--- src/rtl/riscv_pkg.sv ---
`default_nettype none
// ============================================================================
// Module   : riscv_pkg
// Brief    : Shared RISC-V core types: load/store size codes and LSU types.
// Revision : 1.0
// ============================================================================
package riscv_pkg;

  // Load/store size codes follow the funct3 field of the load/store opcodes
  localparam logic [2:0] LDST_B  = 3'b000;
  localparam logic [2:0] LDST_H  = 3'b001;
  localparam logic [2:0] LDST_W  = 3'b010;
  localparam logic [2:0] LDST_BU = 3'b100;
  localparam logic [2:0] LDST_HU = 3'b101;

  typedef enum logic [0:0] {
    IDLE = 1'b0,
    BUSY = 1'b1
  } lsu_state_t;

  localparam logic [3:0] BE_BYTE = 4'b0001;
  localparam logic [3:0] BE_HALF = 4'b0011;
  localparam logic [3:0] BE_WORD = 4'b1111;

  function automatic logic lsu_illegal(input logic [2:0] size, input logic [1:0] off);
    case (size)
      LDST_B, LDST_BU: lsu_illegal = 1'b0;
      LDST_H, LDST_HU: lsu_illegal = off[0];
      LDST_W:          lsu_illegal = (off != 2'b00);
      default:         lsu_illegal = 1'b1;
    endcase
  endfunction

endpackage
`default_nettype wire

--- src/rtl/riscv_lsu_load_align.sv ---
`default_nettype none
// ============================================================================
// Module   : riscv_lsu_load_align
// Brief    : Selects the addressed byte/half of a memory word and extends it.
// Revision : 1.0
// ============================================================================
module riscv_lsu_load_align
  import riscv_pkg::*;
(
  input  logic [31:0] i_rd,
  input  logic [2:0]  i_size,
  input  logic [1:0]  i_offset,
  output logic [31:0] o_data
);

  logic [7:0]  w_byte;
  logic [15:0] w_half;

  always_comb begin
    case (i_offset)
      2'd0:    w_byte = i_rd[7:0];
      2'd1:    w_byte = i_rd[15:8];
      2'd2:    w_byte = i_rd[23:16];
      default: w_byte = i_rd[31:24];
    endcase
    w_half = i_offset[1] ? i_rd[31:16] : i_rd[15:0];
  end

  always_comb begin
    case (i_size)
      LDST_B:  o_data = {{24{w_byte[7]}}, w_byte};
      LDST_BU: o_data = {24'd0, w_byte};
      LDST_H:  o_data = {{16{w_half[15]}}, w_half};
      LDST_HU: o_data = {16'd0, w_half};
      default: o_data = i_rd;
    endcase
  end

endmodule
`default_nettype wire

--- src/rtl/riscv_lsu.sv ---
`default_nettype none
// ============================================================================
// Module   : riscv_lsu
// Brief    : Load-store unit: request FSM, byte enables, store replication,
//            load extension and misalignment rejection.
// Revision : 1.0
// ============================================================================
module riscv_lsu
  import riscv_pkg::*;
(
  input  logic        clk_i,
  input  logic        rst_i,
  input  logic        core_req_i,
  input  logic        core_we_i,
  input  logic [2:0]  core_size_i,
  input  logic [31:0] core_addr_i,
  input  logic [31:0] core_wd_i,
  output logic [31:0] core_rd_o,
  output logic        core_stall_o,
  output logic        core_err_o,
  output logic        mem_req_o,
  output logic        mem_we_o,
  output logic [3:0]  mem_be_o,
  output logic [31:0] mem_addr_o,
  output logic [31:0] mem_wd_o,
  input  logic [31:0] mem_rd_i,
  input  logic        mem_ready_i
);

  lsu_state_t  r_state, w_next;
  logic        r_we;
  logic [2:0]  r_size;
  logic [31:0] r_addr, r_wd;

  logic        w_illegal, w_accept, w_busy;
  logic        w_sel_we;
  logic [2:0]  w_sel_size;
  logic [31:0] w_sel_addr, w_sel_wd;
  logic [3:0]  w_be;
  logic [31:0] w_wd, w_load;

  assign w_illegal = lsu_illegal(core_size_i, core_addr_i[1:0]);
  assign w_busy    = (r_state == BUSY);
  assign w_accept  = (r_state == IDLE) && core_req_i && !w_illegal && !rst_i;

  // The accept cycle drives memory from live inputs; BUSY replays the latch
  assign w_sel_we   = w_busy ? r_we   : core_we_i;
  assign w_sel_size = w_busy ? r_size : core_size_i;
  assign w_sel_addr = w_busy ? r_addr : core_addr_i;
  assign w_sel_wd   = w_busy ? r_wd   : core_wd_i;

  always_comb begin
    case (w_sel_size)
      LDST_B, LDST_BU: begin
        w_be = BE_BYTE << w_sel_addr[1:0];
        w_wd = {4{w_sel_wd[7:0]}};
      end
      LDST_H, LDST_HU: begin
        w_be = BE_HALF << w_sel_addr[1:0];
        w_wd = {2{w_sel_wd[15:0]}};
      end
      default: begin
        w_be = BE_WORD;
        w_wd = w_sel_wd;
      end
    endcase
  end

  riscv_lsu_load_align u_load_align (
    .i_rd     (mem_rd_i),
    .i_size   (r_size),
    .i_offset (r_addr[1:0]),
    .o_data   (w_load)
  );

  always_ff @(posedge clk_i or posedge rst_i) begin
    if (rst_i) r_state <= IDLE;
    else       r_state <= w_next;
  end

  always_ff @(posedge clk_i or posedge rst_i) begin
    if (rst_i) begin
      r_we   <= 1'b0;
      r_size <= 3'd0;
      r_addr <= 32'd0;
      r_wd   <= 32'd0;
    end else if (w_accept) begin
      r_we   <= core_we_i;
      r_size <= core_size_i;
      r_addr <= core_addr_i;
      r_wd   <= core_wd_i;
    end
  end

  always_comb begin
    w_next = r_state;
    case (r_state)
      IDLE:    if (core_req_i && !w_illegal) w_next = BUSY;
      BUSY:    if (mem_ready_i) w_next = IDLE;
      default: w_next = IDLE;
    endcase
  end

  always_comb begin
    core_rd_o    = 32'd0;
    core_stall_o = 1'b0;
    core_err_o   = 1'b0;
    mem_req_o    = 1'b0;
    mem_we_o     = 1'b0;
    mem_be_o     = 4'd0;
    mem_addr_o   = 32'd0;
    mem_wd_o     = 32'd0;
    case (r_state)
      IDLE: begin
        if (core_req_i && !rst_i) begin
          if (w_illegal) begin
            core_err_o = 1'b1;
          end else begin
            core_stall_o = 1'b1;
            mem_req_o    = 1'b1;
            mem_we_o     = w_sel_we;
            mem_be_o     = w_be;
            mem_addr_o   = w_sel_addr;
            mem_wd_o     = w_wd;
          end
        end
      end
      BUSY: begin
        core_stall_o = !mem_ready_i;
        mem_req_o    = 1'b1;
        mem_we_o     = w_sel_we;
        mem_be_o     = w_be;
        mem_addr_o   = w_sel_addr;
        mem_wd_o     = w_wd;
        if (mem_ready_i && !r_we) core_rd_o = w_load;
      end
      default: ;
    endcase
  end

endmodule
`default_nettype wire

--- config.mk ---
export PLATFORM = sky130hd
export DESIGN_NAME = riscv_lsu
export DESIGN_NICKNAME = d
export VERILOG_FILES = /design/src/rtl/riscv_pkg.sv /design/src/rtl/riscv_lsu_load_align.sv /design/src/rtl/riscv_lsu.sv
export SDC_FILE = /design/constraint.sdc
export NUM_CORES = 1
export LEC_CHECK = 0
export BUFFER_PORTS_ARGS = -buffer_cell sky130_fd_sc_hd__buf_2
export CAP_MARGIN = 20
export CORE_MARGIN = 5
export CORE_UTILIZATION = 45
export DETAILED_ROUTE_END_ITERATION = 7
export PLACE_DENSITY_LB_ADDON = 0.12
export SLEW_MARGIN = 0
export SYNTH_ARGS = -nofsm -noshare
export SYNTH_HDL_FRONTEND = slang
export SYNTH_SLANG_ARGS = --single-unit
--- constraint.sdc ---
create_clock -name clk_i -period 2.21 [get_ports clk_i]
set_input_delay 0.1105 -clock clk_i [delete_from_list [all_inputs] [get_ports clk_i]]
set_output_delay 0.1105 -clock clk_i [all_outputs]
set_load 0.03 [all_outputs]
Word-level counts from Yosys, hierarchy flattened
Index checks and enable logic that the tools add are counted.

operators by class
  equal/unequal tests = 12
  shifts and indexed selects = 2
  muxes and demuxes = 34
  bitwise logic cells = 1
  reduce and logical (&&, ||, !) cells = 19

operators by type and width
  kind                                                  number
  two-way mux 32 bit                                    8
  one-hot mux 32 bit (2 select lines)                   3
  one-hot mux 32 bit (4 select lines)                   1
  one-hot mux 8 bit (3 select lines)                    1
  equality test 3 bit (second input constant)           6
  two-way mux 16 bit                                    1
  one-hot mux 4 bit (2 select lines)                    2
  two-way mux 1 bit                                     10
  equality test 3 x 1 -> 1 bit (second input constant)  3
  logical NOT 3 bit                                     3
  two-way mux 4 bit                                     2
  one-hot mux 1 bit (2 select lines)                    4
  OR reduction 2 bit                                    4
  logical AND 1 bit                                     6
  logical NOT 1 bit                                     4
  left shift 1 x 2 -> 4 bit (first input constant)      1
  left shift 2 x 2 -> 4 bit (first input constant)      1
  equality test 3 x 2 -> 1 bit (second input constant)  1
  two-way mux 3 bit                                     1
  one-hot mux 1 bit (3 select lines)                    1
  equality test 2 x 1 -> 1 bit (second input constant)  1
  equality test 2 bit (second input constant)           1
  logical NOT 2 bit                                     1
  nonzero test 2 bit                                    1
  NOT 1 bit                                             1

word-level totals
  flip-flop bits (word level) = 69
  input port bits = 104
  output and inout bits = 104
  logic and storage cells = 73

Depth between registers and ports, before layout
Gate-level depths: netlist of the first run.

  depth in word-level cells = 7
  gate-level depth with buffers = 7
  mapped depth without buffers = 3

By module
A second synthesis of the first run with hierarchy kept.

second synthesis, totals
  cells, all modules = 502
  area, all modules = 5017.3 µm²

by module, submodules not included
  module                instances  cells an instance  area an instance (µm²)  sequential area each (µm²)
  riscv_lsu             1          369                4047.6                  1726.7
  riscv_lsu_load_align  1          133                969.7                   0.0

Worst setup path after synthesis of the first run
No wires, ideal clock.

  path type = register to output
  start point = register r_addr[0]
  end point = output port core_rd_o[6]
  data arrival time = 2507 ps
  data required time = 2099 ps
  setup slack = -408 ps
  cell stages (with the launch flop) = 6
  path buffers = 2
  path through = dfrtp_1 -> nand2b_1 -> clkbuf_1 -> buf_2 -> nor3_1 -> a2111oi_0

between the ends
  word-level cells in the longest chain between the ends = 5
  elaborated cells on any way between the ends = 7
  those cells by class = 2 x eq/ne; 4 x mux; 1 x reduce/logical

RTL lines
  item                                         line                        source
  from (decl)                                  riscv_lsu.sv:33             logic [31:0] r_addr, r_wd;
  from (signal assigned)                       riscv_lsu.sv:90             r_addr <= core_addr_i;
  equality test 2 bit (tied with other cells)  riscv_lsu_load_align.sv:20  case (i_offset)
  one-hot mux 8 bit (3 select lines) (*)       riscv_lsu_load_align.sv:20
  one-hot mux 32 bit (4 select lines) (*)      riscv_lsu_load_align.sv:30  case (i_size)
  two-way mux 32 bit (*)                       riscv_lsu.sv:135            if (mem_ready_i && !r_we) core_rd_o = w_load;
  two-way mux 32 bit (*)                       riscv_lsu.sv:113            case (r_state)
  to (decl)                                    riscv_lsu.sv:18             output logic [31:0] core_rd_o,

Every way passes the cells marked *; elsewhere a longest branch is shown, timed or not.

Worst setup path after layout of the first run
  start point = register r_state
  end point = output port mem_wd_o[25]

between the ends
  word-level cells in the longest chain between the ends = 7
  elaborated cells on any way between the ends = 13
  those cells by class = 3 x eq/ne; 6 x mux; 1 x bitwise; 3 x reduce/logical

RTL lines
  item                                                  line              source
  from (decl)                                           riscv_lsu.sv:30   lsu_state_t r_state, w_next;
  from (signal assigned)                                riscv_lsu.sv:78   else r_state <= w_next;
  two-way mux 3 bit                                     riscv_lsu.sv:48   assign w_sel_size = w_busy ? r_size : core_size_i;
  equality test 3 x 1 -> 1 bit (tied with other cells)  riscv_lsu.sv:53   case (w_sel_size)
  OR reduction 2 bit                                    riscv_lsu.sv:53
  one-hot mux 32 bit (2 select lines)                   riscv_lsu.sv:53
  two-way mux 32 bit                                    riscv_lsu.sv:116  if (w_illegal) begin
  two-way mux 32 bit                                    riscv_lsu.sv:115  if (core_req_i && !rst_i) begin
  one-hot mux 32 bit (2 select lines) (*)               riscv_lsu.sv:113
  to (decl)                                             riscv_lsu.sv:25   output logic [31:0] mem_wd_o,

Marked as above.

==> results of run 1 <==
-- layout make-up --
type,instances,area share [%]
timing repair buffer,248,23.57
clock inverter,6,1.054
tap,136,2.606
inverter,13,0.7473
multi-input combinational,329,43.38
sequential,69,26.54
clock buffer,10,2.108
-- worst min path at each step --
stage                              from         to  slack [ps]  depth (start not counted)
after floorplan             mem_ready_i    r_state         220                          1
after global placement            rst_i  r_addr[7]         210                          2
after detailed placement          rst_i  r_addr[5]         220                          2
after CTS                 core_wd_i[16]   r_wd[16]           1                          2
after global routing      core_wd_i[31]   r_wd[31]           2                          2
final                     core_wd_i[16]   r_wd[16]          10                          2
-- through the flow --
step / power (mW) / area [µm²] / setup WS [ps] / TNS, ps / utilization (%)
6_report: 5.485 / 6530 / 30.01 / 0 / 63.25
5_1_grt: 5.795 / 6530 / -31.99 / -179.3 / 63.25
4_1_cts: 5.351 / 6280 / -28.27 / -357.8 / 60.83
3_5_place_dp: 4.192 / 5944 / 281.0 / 0 / 57.58
3_3_place_gp: 4.127 / 5944 / 283.7 / 0 / 57.58
2_1_floorplan: 3.521 / 4768 / -46.79 / -46.79 / -
-- registers in the layout, indices dropped and copies added (netlist names) --
name     count
r_addr      32
r_we         1
r_size       3
r_wd        32
r_state      1
-- kinds of logic after synthesis --
family                 share of synthesized area, %
muxes                                         27.61
AOI/OAI and AO/OA                             19.53
DFF                                           36.33
buffers and inverters                         6.818
and+or+nand+nor                               9.713
-- worst max-delay path: cells and delay by family, from the launching register on --
kind,cells,cell delay [ps]
AOI/OAI and AO/OA,1,310
DFF,1,550
buffers and inverters,2,380
muxes,2,480
-- power by group --
part	internal, mW	switching, mW	leakage (nW)
Combinational	1.10	1.40	2.22
Sequential	1.63	0.252	0.823
Clock	0.561	0.537	0.103
Total	3.30	2.19	3.15
-- what timing repair did --
| action | in CTS | in global routing |
|---|---|---|
| setup endpoints to repair | 50 | 63 |
| endpoints found under the hold margin | 26 | 1 |
| gates resized for setup | 10 | 52 |
| pin swaps | 0 | 4 |
| hold buffers | 5 | 1 |
| buffers inserted | 1 | 8 |
| cloned | 1 | 1 |
-- placed cells by master (no fill, tap or decap), types with 2 or more instances in the layout --
| master | instances |
|---|---|
| buf_2 | 184 |
| mux2_2 | 94 |
| dfrtp_1 | 66 |
| buf_4 | 47 |
| a22o_1 | 41 |
| nor3_1 | 22 |
| mux2i_1 | 20 |
| nand2_1 | 19 |
| nor2_1 | 17 |
| nand3_1 | 17 |
| a211oi_1 | 17 |
| a221oi_1 | 15 |
| a21oi_1 | 13 |
| inv_1 | 12 |
| clkbuf_8 | 10 |
| o22ai_1 | 8 |
| a211oi_2 | 7 |
| nor2b_1 | 6 |
| dlygate4sd3_1 | 6 |
| a2111oi_2 | 5 |
| buf_6 | 4 |
| buf_12 | 4 |
| nand2b_2 | 3 |
| a2111oi_1 | 3 |
| mux2i_4 | 2 |
| inv_6 | 2 |
| buf_16 | 2 |
| dfrtp_2 | 2 |
-- per-layer routing --
layer	routed length, µm	global-route usage (%)	part of all wire [%]	vias to the layer above
li1	-	-	-	2174
met1	6292	29.56	41	2295
met2	7597	38.15	49	179
met3	1251	6.203	8.2	18
met4	198	3.766	1.3	2
met5	7	0	0.046	-
==> flow_metrics.tcl, run 1 <==
set metrics [dict create \
    syn_to_final_growth_pct 37.38 \
    htree_num_levels 3 \
    die_h_um 112.8 \
    holdCritPathClass "input pin to register" \
    cellPowerDensity_mw_per_mm2 840.0 \
    final_hold_violation_count 0 \
    timing.clock.skew_ps 14.43 \
    status "complete, no violations" \
    seq_area_frac_synth_pct 36.33 \
    hpwl_mm 11.13 \
    worstSetupEndpointType "output pin" \
    synth.avg_cell_area_um2 10.33 \
    synth_ff_type "dfrtp_1" \
    whs_ps 10.53 \
    crit_arrival_ps 2070 \
    clock_pin_transition_on_the_worst_setup_and_hold_timing_paths_ps 90 \
    register_to_register_setup_slack_ps 440 \
    number_of_buffer_cells_added_on_primary_ports 207 \
    gr_ovfl_total 0 \
    headroom_to_the_max_slew_limit_pct 64.22 \
    clockRootBuffer "clkbuf_8" \
    antenna_cells 0 \
    number_of_buffers_added_by_the_clock_tree_synthesis_step 9 \
    tightestPinTransition_ps 535.9 \
    area_occupied_by_multi_input_gates_mm2 0.002833 \
    first_pass_grt_wire_length_mm 23.75 \
    timing.reg2reg.worst_path_depth 5 \
    synthesis.instances 460 \
    start_util_pct 46.04 \
    via_per_inst 5.756 \
    ys_ff_latch 69 \
    critical-path-slowest-cell "dfrtp_4" \
    rsz0062_at_grt "yes" \
    leakage_nw 3.150 \
    clock_latency_ps 340 \
    cts_tree "yes" \
    ys_warn_count 0 \
    path_max_fanout 15 \
    finalNonFillerCells 811 \
    critical_path_required_ps 2100 \
    fillers 865 \
    routed-via-count 4668 \
    peakVddDrop_v 0.0005351 \
    place_congestion 0.9105 \
    achievable-frequency_ghz 0.4587 \
    post_drt_wl_per_cell_um 18.92 \
    startpoint_type "register" \
    worstSetupEndpoint "mem_wd_o[25]" \
    drt-total-wl_mm 15.35 \
    crit_path_cell_trace "mux2_4, buf_12, mux2i_1, a211oi_1, buf_4" \
    grt_pass1_vias 4591 \
    most_instantiated_cells_after_synthesis "mux2_2, dfrtp_1, a22o_1" \
    number_of_routed_nets_with_antenna_violations 0 \
    share_of_final_layout_standard_cells_stronger_than_drive_strength_1_pct 56.74 \
    final.period_utilization_pct 98.64 \
    maxCapViolCount 0 \
    detailedRoute.firstIterationViolations 267 \
    fin_crit_ps 2180 \
    netlist_area_mm2 0.004753 \
    critical-path-max-stage-delay_ps 550 \
    leading_cell_type_by_number_of_instances_after_synthesis "mux2_2" \
    ctsLongestPathBuffers 2 \
    groute.usage.overall_pct 22.61 \
    synth.distinct_cells 37 \
    nets 774 \
    r2r_start "r_state" \
    number_of_sinks_driven_by_the_clock_tree 69 \
    yosys-top-cells-area "dfrtp_1, mux2_2, a22o_1" \
    report.final.setup_viol 0 \
    synthDominantAreaCellType "dfrtp_1" \
    drt_first_pass_iters 5 \
    core_region_area_mm2 0.01032 \
    count_of_flip_flops_with_a_built_in_enable_after_synthesis 0 \
    timing.rr.end "r_addr[21]" \
    seq_area_mm2 0.001733 \
    place_inst 778 \
    io_pins 208 \
    critPathLaunch "r_state" \
    timing.setup.critical_path_class "register to output pin" \
    drt_drc_violations_left 0 \
    netlist.area_leader.share_pct 36.33 \
    grt_antenna_before_repair 1 \
    grt_max_degree 42 \
    die-width_um 112.8 \
    share_of_synthesized_flip_flops_with_an_asynchronous_set_or_reset_pct 100.0 \
    mappedNetlistNets 564 \
    num_rows 37 \
    fp.dieArea_mm2 0.01272 \
    slew_viol_final 0 \
]
Note: power is estimated with default switching activity, not from simulation.
==> run 2: changes to the inputs <==
--- a/config.mk
+++ b/config.mk
@@ -7,8 +7,10 @@
 export LEC_CHECK = 0
 export BUFFER_PORTS_ARGS = -buffer_cell sky130_fd_sc_hd__buf_2
 export CAP_MARGIN = 20
-export CORE_MARGIN = 5
-export CORE_UTILIZATION = 45
+export CELL_PAD_IN_SITES_DETAIL_PLACEMENT = 1
+export CELL_PAD_IN_SITES_GLOBAL_PLACEMENT = 2
+export CORE_MARGIN = 2
+export CORE_UTILIZATION = 28
 export DETAILED_ROUTE_END_ITERATION = 7
 export PLACE_DENSITY_LB_ADDON = 0.12
 export SLEW_MARGIN = 0
==> run 2 against run 1 <==
Effect of this change:
- critical path depth rose by 1
- non-clock buffer count fell by 12
- register-to-register slack got worse by 200 ps
- largest cell class unchanged
- highest routed layer unchanged
==> flow_metrics.tcl, run 2 (synthesized netlist as in run 1, its figures left out) <==
set metrics [dict create \
    status "complete, no violations" \
    final_hold_violation_count 0 \
    place_worst_setup_slack_ps 237.8 \
    headroom_to_the_max_slew_limit_pct 62.22 \
    min_to "r_wd[22]" \
    timing.reg2reg.worst_path_depth 6 \
    ctsLongestPathBuffers 2 \
    die_h_um 134.3 \
    hpwl_mm 12.95 \
    drt-total-wl_mm 17.36 \
    core_region_area_mm2 0.01658 \
    whs_ps 27.19 \
    startpoint_type "register" \
    die-width_um 134.3 \
    first_pass_grt_wire_length_mm 26.81 \
    cellPowerDensity_mw_per_mm2 883.1 \
    crit_path_setup_slack_layout_ps 27.71 \
    groute.usage.overall_pct 18.88 \
    clockRootBuffer "clkbuf_16" \
    cts_tree "yes" \
    drt_drc_violations_left 0 \
    grt_pass1_vias 4745 \
    leakage_nw 3.146 \
    total_power_mw 5.910 \
    rsz0062_at_grt "yes" \
    place_congestion 0.8047 \
    worstSetupEndpointType "output pin" \
    fp.dieArea_mm2 0.01803 \
    report.final.setup_viol 0 \
    path_max_fanout 44 \
    clock_latency_ps 330 \
    via_per_inst 5.136 \
    achievable-frequency_ghz 0.4582 \
    share_of_final_layout_standard_cells_stronger_than_drive_strength_1_pct 55.44 \
    final.period_utilization_pct 98.75 \
    timing.clock.skew_ps 10.75 \
    setup_total_negative_slack_ps 0 \
    routed-via-count 4530 \
    mostFrequentLayoutCells "buf_2, mux2_2, dfrtp_1, a22o_1, clkbuf_4" \
    syn_to_final_growth_pct 40.80 \
    critical_path_required_ps 2100 \
    most_common_cell_after_layout_fill_and_taps_aside "buf_2" \
    detailedRoute.firstIterationViolations 130 \
    start_util_pct 28.66 \
    fin_crit_ps 2182 \
    htree_num_levels 3 \
    r2r_start "r_state" \
    peakVddDrop_v 0.0004417 \
    register_to_register_setup_slack_ps 240 \
    holdPathStages 2 \
    drt_first_pass_iters 4 \
    final_core_util_pct 40.36 \
    layout_top_registers "r_addr (32), r_wd (32), r_size (3)" \
    number_of_buffers_added_by_the_clock_tree_synthesis_step 9 \
    grt_antenna_before_repair 1 \
    nets 762 \
    num_rows 47 \
    maxCapViolCount 0 \
    number_of_buffer_cells_added_on_primary_ports 207 \
    post_drt_wl_per_cell_um 19.68 \
    slew_viol_final 0 \
    antenna_cells 0 \
    io_pins 208 \
    number_of_routed_nets_with_antenna_violations 0 \
    timing.setup.critical_path_class "register to output pin" \
    gr_ovfl_total 0 \
    timing.rr.end "r_wd[31]" \
    number_of_sinks_driven_by_the_clock_tree 69 \
    clock_pin_transition_on_the_worst_setup_and_hold_timing_paths_ps 60 \
    tightestPinTransition_ps 566.1 \
    crit_arrival_ps 2070 \
    holdCritPathClass "input pin to register" \
    hold_path_startpoint "core_wd_i[22]" \
    grt_max_degree 45 \
]
-- run 2: worst max-delay path: stages (launching register included) --
cell and delay, ps:
dfrtp_4 560, buf_12 210, inv_1 90, and4_4 320
buf_12 190, a22o_1 170, clkbuf_4 190
-- run 2: repair_timing --
item | in CTS | in global routing
hold buffers | 1 | 0
resized for setup | 20 | 53
setup buffers | 2 | 1
gates cloned | 1 | 2
setup endpoints to repair | 73 | 72
pin swaps | 0 | 3
hold endpoints to repair | 29 | 0
-- run 2: power by group --
part | leakage, nW | internal, mW | switching, mW
Clock | 0.152 | 1.01 | 0.550
Combinational | 2.17 | 1.07 | 1.39
Sequential | 0.824 | 1.63 | 0.253
Total | 3.15 | 3.72 | 2.19
-- run 2: layout make-up --
class                   count  area [µm²]
repair buffers            236        1530
clock buffers              11       242.7
fillers                  1912        9891
clock inverters             4       72.57
multi-input cells         329        2790
flip-flops and latches     69        1732
inverters                  13       50.05
well taps                 220       275.3
-- run 2: worst max path at each step --
stage                         start            end  slack (ps)  cells past startpoint
after global placement      r_state    mem_wd_o[8]         300                      4
after detailed placement    r_state   core_rd_o[7]         240                      5
after CTS                   r_state   mem_wd_o[24]         -20                      5
after floorplan           r_addr[0]   core_rd_o[6]         -50                      5
final                       r_state       mem_we_o          30                      6
after global routing        r_state  mem_addr_o[2]         -60                      6
-- run 2: metal layers --
metal | wire [µm] | track usage [%]
met5 | 16 | 0
met4 | 178 | 3.918
met3 | 1281 | 6.122
met2 | 8346 | 30.44
met1 | 7532 | 24.82
-- run 2: per-stage QoR --
stage | cell area [µm²] | cells
2_1_floorplan | 4768 | 460
3_3_place_gp | 6048 | 860
3_5_place_dp | 6048 | 860
4_1_cts | 6481 | 879
5_1_grt | 6693 | 882
6_report | 6693 | 882
==> run 3: changes to the inputs <==
==> constraint.sdc (replaced) <==
create_clock -name clk_i -period 2.21 [get_ports clk_i]
set_input_delay 0.3315 -clock clk_i [delete_from_list [all_inputs] [get_ports clk_i]]
set_output_delay 0.3315 -clock clk_i [all_outputs]
set_load 0.03 [all_outputs]
==> run 3 against run 2 <==
Effect of this change:
- the run now ends with negative setup slack left
- wire length is 12% higher
- setup slack worse by 140 ps
- hold slack better by 49 ps
- cell area is 19% higher
- utilization is 7.9 points higher
- register-to-register slack worse by 30 ps
- sequential cell count stayed put
- largest power group unchanged
- highest routed layer unchanged
==> flow_metrics.tcl, run 3 (synthesized netlist as in run 1, its figures left out) <==
set metrics [dict create \
    core_region_area_mm2 0.01658 \
    timing.clock.skew_ps 6.025 \
    num_rows 47 \
    tightestPinTransition_ps 621.8 \
    clock_pin_transition_on_the_worst_setup_and_hold_timing_paths_ps 60 \
    gr_ovfl_total 0 \
    seq_power_share_pct 29.0 \
    fp.dieArea_mm2 0.01803 \
    share_of_final_layout_standard_cells_stronger_than_drive_strength_1_pct 68.30 \
    clockRootBuffer "clkbuf_16" \
    grt_pass1_vias 4896 \
    cts.hold.buffers_added 0 \
    grt_antenna_before_repair 1 \
    number_of_buffer_cells_added_on_primary_ports 207 \
    finalNonFillerCells 914 \
    syn_to_final_growth_pct 68.23 \
    final_hold_violation_count 0 \
    hpwl_mm 12.79 \
    critical_path_required_ps 1880 \
    total_power_mw 6.556 \
    achievable-frequency_ghz 0.4308 \
    fillers 1816 \
    nets 794 \
    layout_top_registers "r_addr (32), r_wd (32), r_size (3)" \
    cellPowerDensity_mw_per_mm2 819.9 \
    peakVddDrop_v 0.0004621 \
    register_to_register_setup_slack_ps 210 \
    die_h_um 134.3 \
    startpoint_type "register" \
    headroom_to_the_max_slew_limit_pct 58.48 \
    number_of_buffers_added_by_the_clock_tree_synthesis_step 9 \
    drt_drc_violations_left 0 \
    report.final.setup_viol 70 \
    crit_arrival_ps 1990 \
    slew_viol_final 0 \
    power.share.combinational_pct 49.2 \
    timing.setup.critical_path_class "register to output pin" \
    most_common_cell_after_layout_fill_and_taps_aside "buf_2" \
    area_occupied_by_multi_input_gates_mm2 0.003316 \
    status "finished, violations left" \
    ctsLongestPathBuffers 2 \
    place_inst 866 \
    power.net_switching_mw 2.537 \
    drt-total-wl_mm 19.35 \
    setup_total_negative_slack_ps -3819 \
    die-width_um 134.3 \
    number_of_routed_nets_with_antenna_violations 0 \
    rsz0062_at_grt "yes" \
    routed-via-count 4740 \
    final.period_utilization_pct 105.0 \
    timing.rr.end "r_addr[31]" \
    violations "negative setup slack" \
    first_pass_grt_wire_length_mm 27.83 \
    power.switching_fraction_pct 38.70 \
    htree_num_levels 3 \
    share_clk_of_total_power_pct 21.8 \
    grt_max_degree 34 \
    timing.reg2reg.worst_path_depth 7 \
    number_of_sinks_driven_by_the_clock_tree 69 \
    fin_crit_ps 2321 \
    holdCritPathClass "input pin to asynchronous set/reset pin" \
    r2r_start "r_state" \
    clock_latency_ps 340 \
    detailedRoute.firstIterationViolations 160 \
    place_worst_setup_slack_ps 96.82 \
    crit_path_setup_slack_layout_ps -111.3 \
    drt_first_pass_iters 4 \
    seq_area_mm2 0.001733 \
    mostFrequentLayoutCells "buf_2, mux2_2, buf_6, dfrtp_1, buf_4" \
    antenna_cells 0 \
    via_per_inst 5.186 \
    p_int_mw 4.019 \
    worstSetupEndpointType "output pin" \
    cts_tree "yes" \
    path_max_fanout 20 \
    groute.usage.overall_pct 19.79 \
    io_pins 208 \
    post_drt_wl_per_cell_um 21.17 \
    maxCapViolCount 0 \
    leakage_nw 3.662 \
    start_util_pct 28.66 \
    place_congestion 0.7789 \
]
[run 3: changes by cell type in the layout (fill, tap and decap cells not counted), sizes merged]
cell | previous run | this run
clkbuf | 43 | 16
bufbuf | 0 | 2
buf | 203 | 261
dlygate4sd3 | 1 | 0
clkinv | 2 | 3
bufinv | 2 | 1
[run 3: worst max-delay path by stage]
stage / start / slack (ps) / end
floorplan: r_addr[0] / -260 / core_rd_o[6]
CTS: r_state / -110 / mem_wd_o[24]
finish: r_state / -110 / mem_wd_o[24]
detailed placement: r_state / 100 / mem_wd_o[11]
global route: r_state / -160 / mem_wd_o[27]
global placement: rst_i / 110 / mem_wd_o[6]
[run 3: layer usage]
metal  vias up  track usage (%)  wire (µm)
li1       2222                -          -
met1      2346            26.47       8323
met2       141            32.23       9606
met3        29            4.535       1102
met4         2            5.263        307
met5         -                0         13
[run 3: worst max-delay path: stages, from the launching register on]
cell,delay (ps)
dfrtp_4,490
buf_6,250
mux2_2,370
mux2i_1,240
a211oi_2,120
buf_4,180
[run 3: area by class of cell]
class	count	share of cell area [%]
well taps	220	3.442
repair buffers	268	29.18
clock buffers	11	2.910
inverters	13	0.7198
multi-input cells	329	41.46
flip-flops and latches	69	21.67
clock inverters	4	0.6102
[run 3: power by group through the flow]
stage | combinational, mW | sequential (mW) | clock [mW]
after floorplan | 1.76 | 1.81 | 0
after global placement | 2.40 | 1.86 | 0
after detailed placement | 2.44 | 1.89 | 0
after CTS | 2.90 | 1.88 | 1.46
after global routing | 3.42 | 1.95 | 1.52
final | 3.22 | 1.90 | 1.43
[run 3: metrics by stage]
stage / instance area [µm²] / hold slack (ps) / utilization, %
global route: 7996 / 125.4 / 48.22
finish: 7996 / 75.77 / 48.22
global placement: 6201 / 460.2 / 37.39
detailed placement: 6201 / 469.3 / 37.39
CTS: 7443 / 105.3 / 44.88
floorplan: 4843 / 440.0 / -
[run 3: repair_timing]
| action | in CTS | in global routing |
|---|---|---|
| gates resized for setup | 201 | 79 |
| pin swaps | 9 | 16 |
| setup buffers | 16 | 8 |
| cloned | 5 | 7 |
| setup endpoints to repair | 101 | 100 |
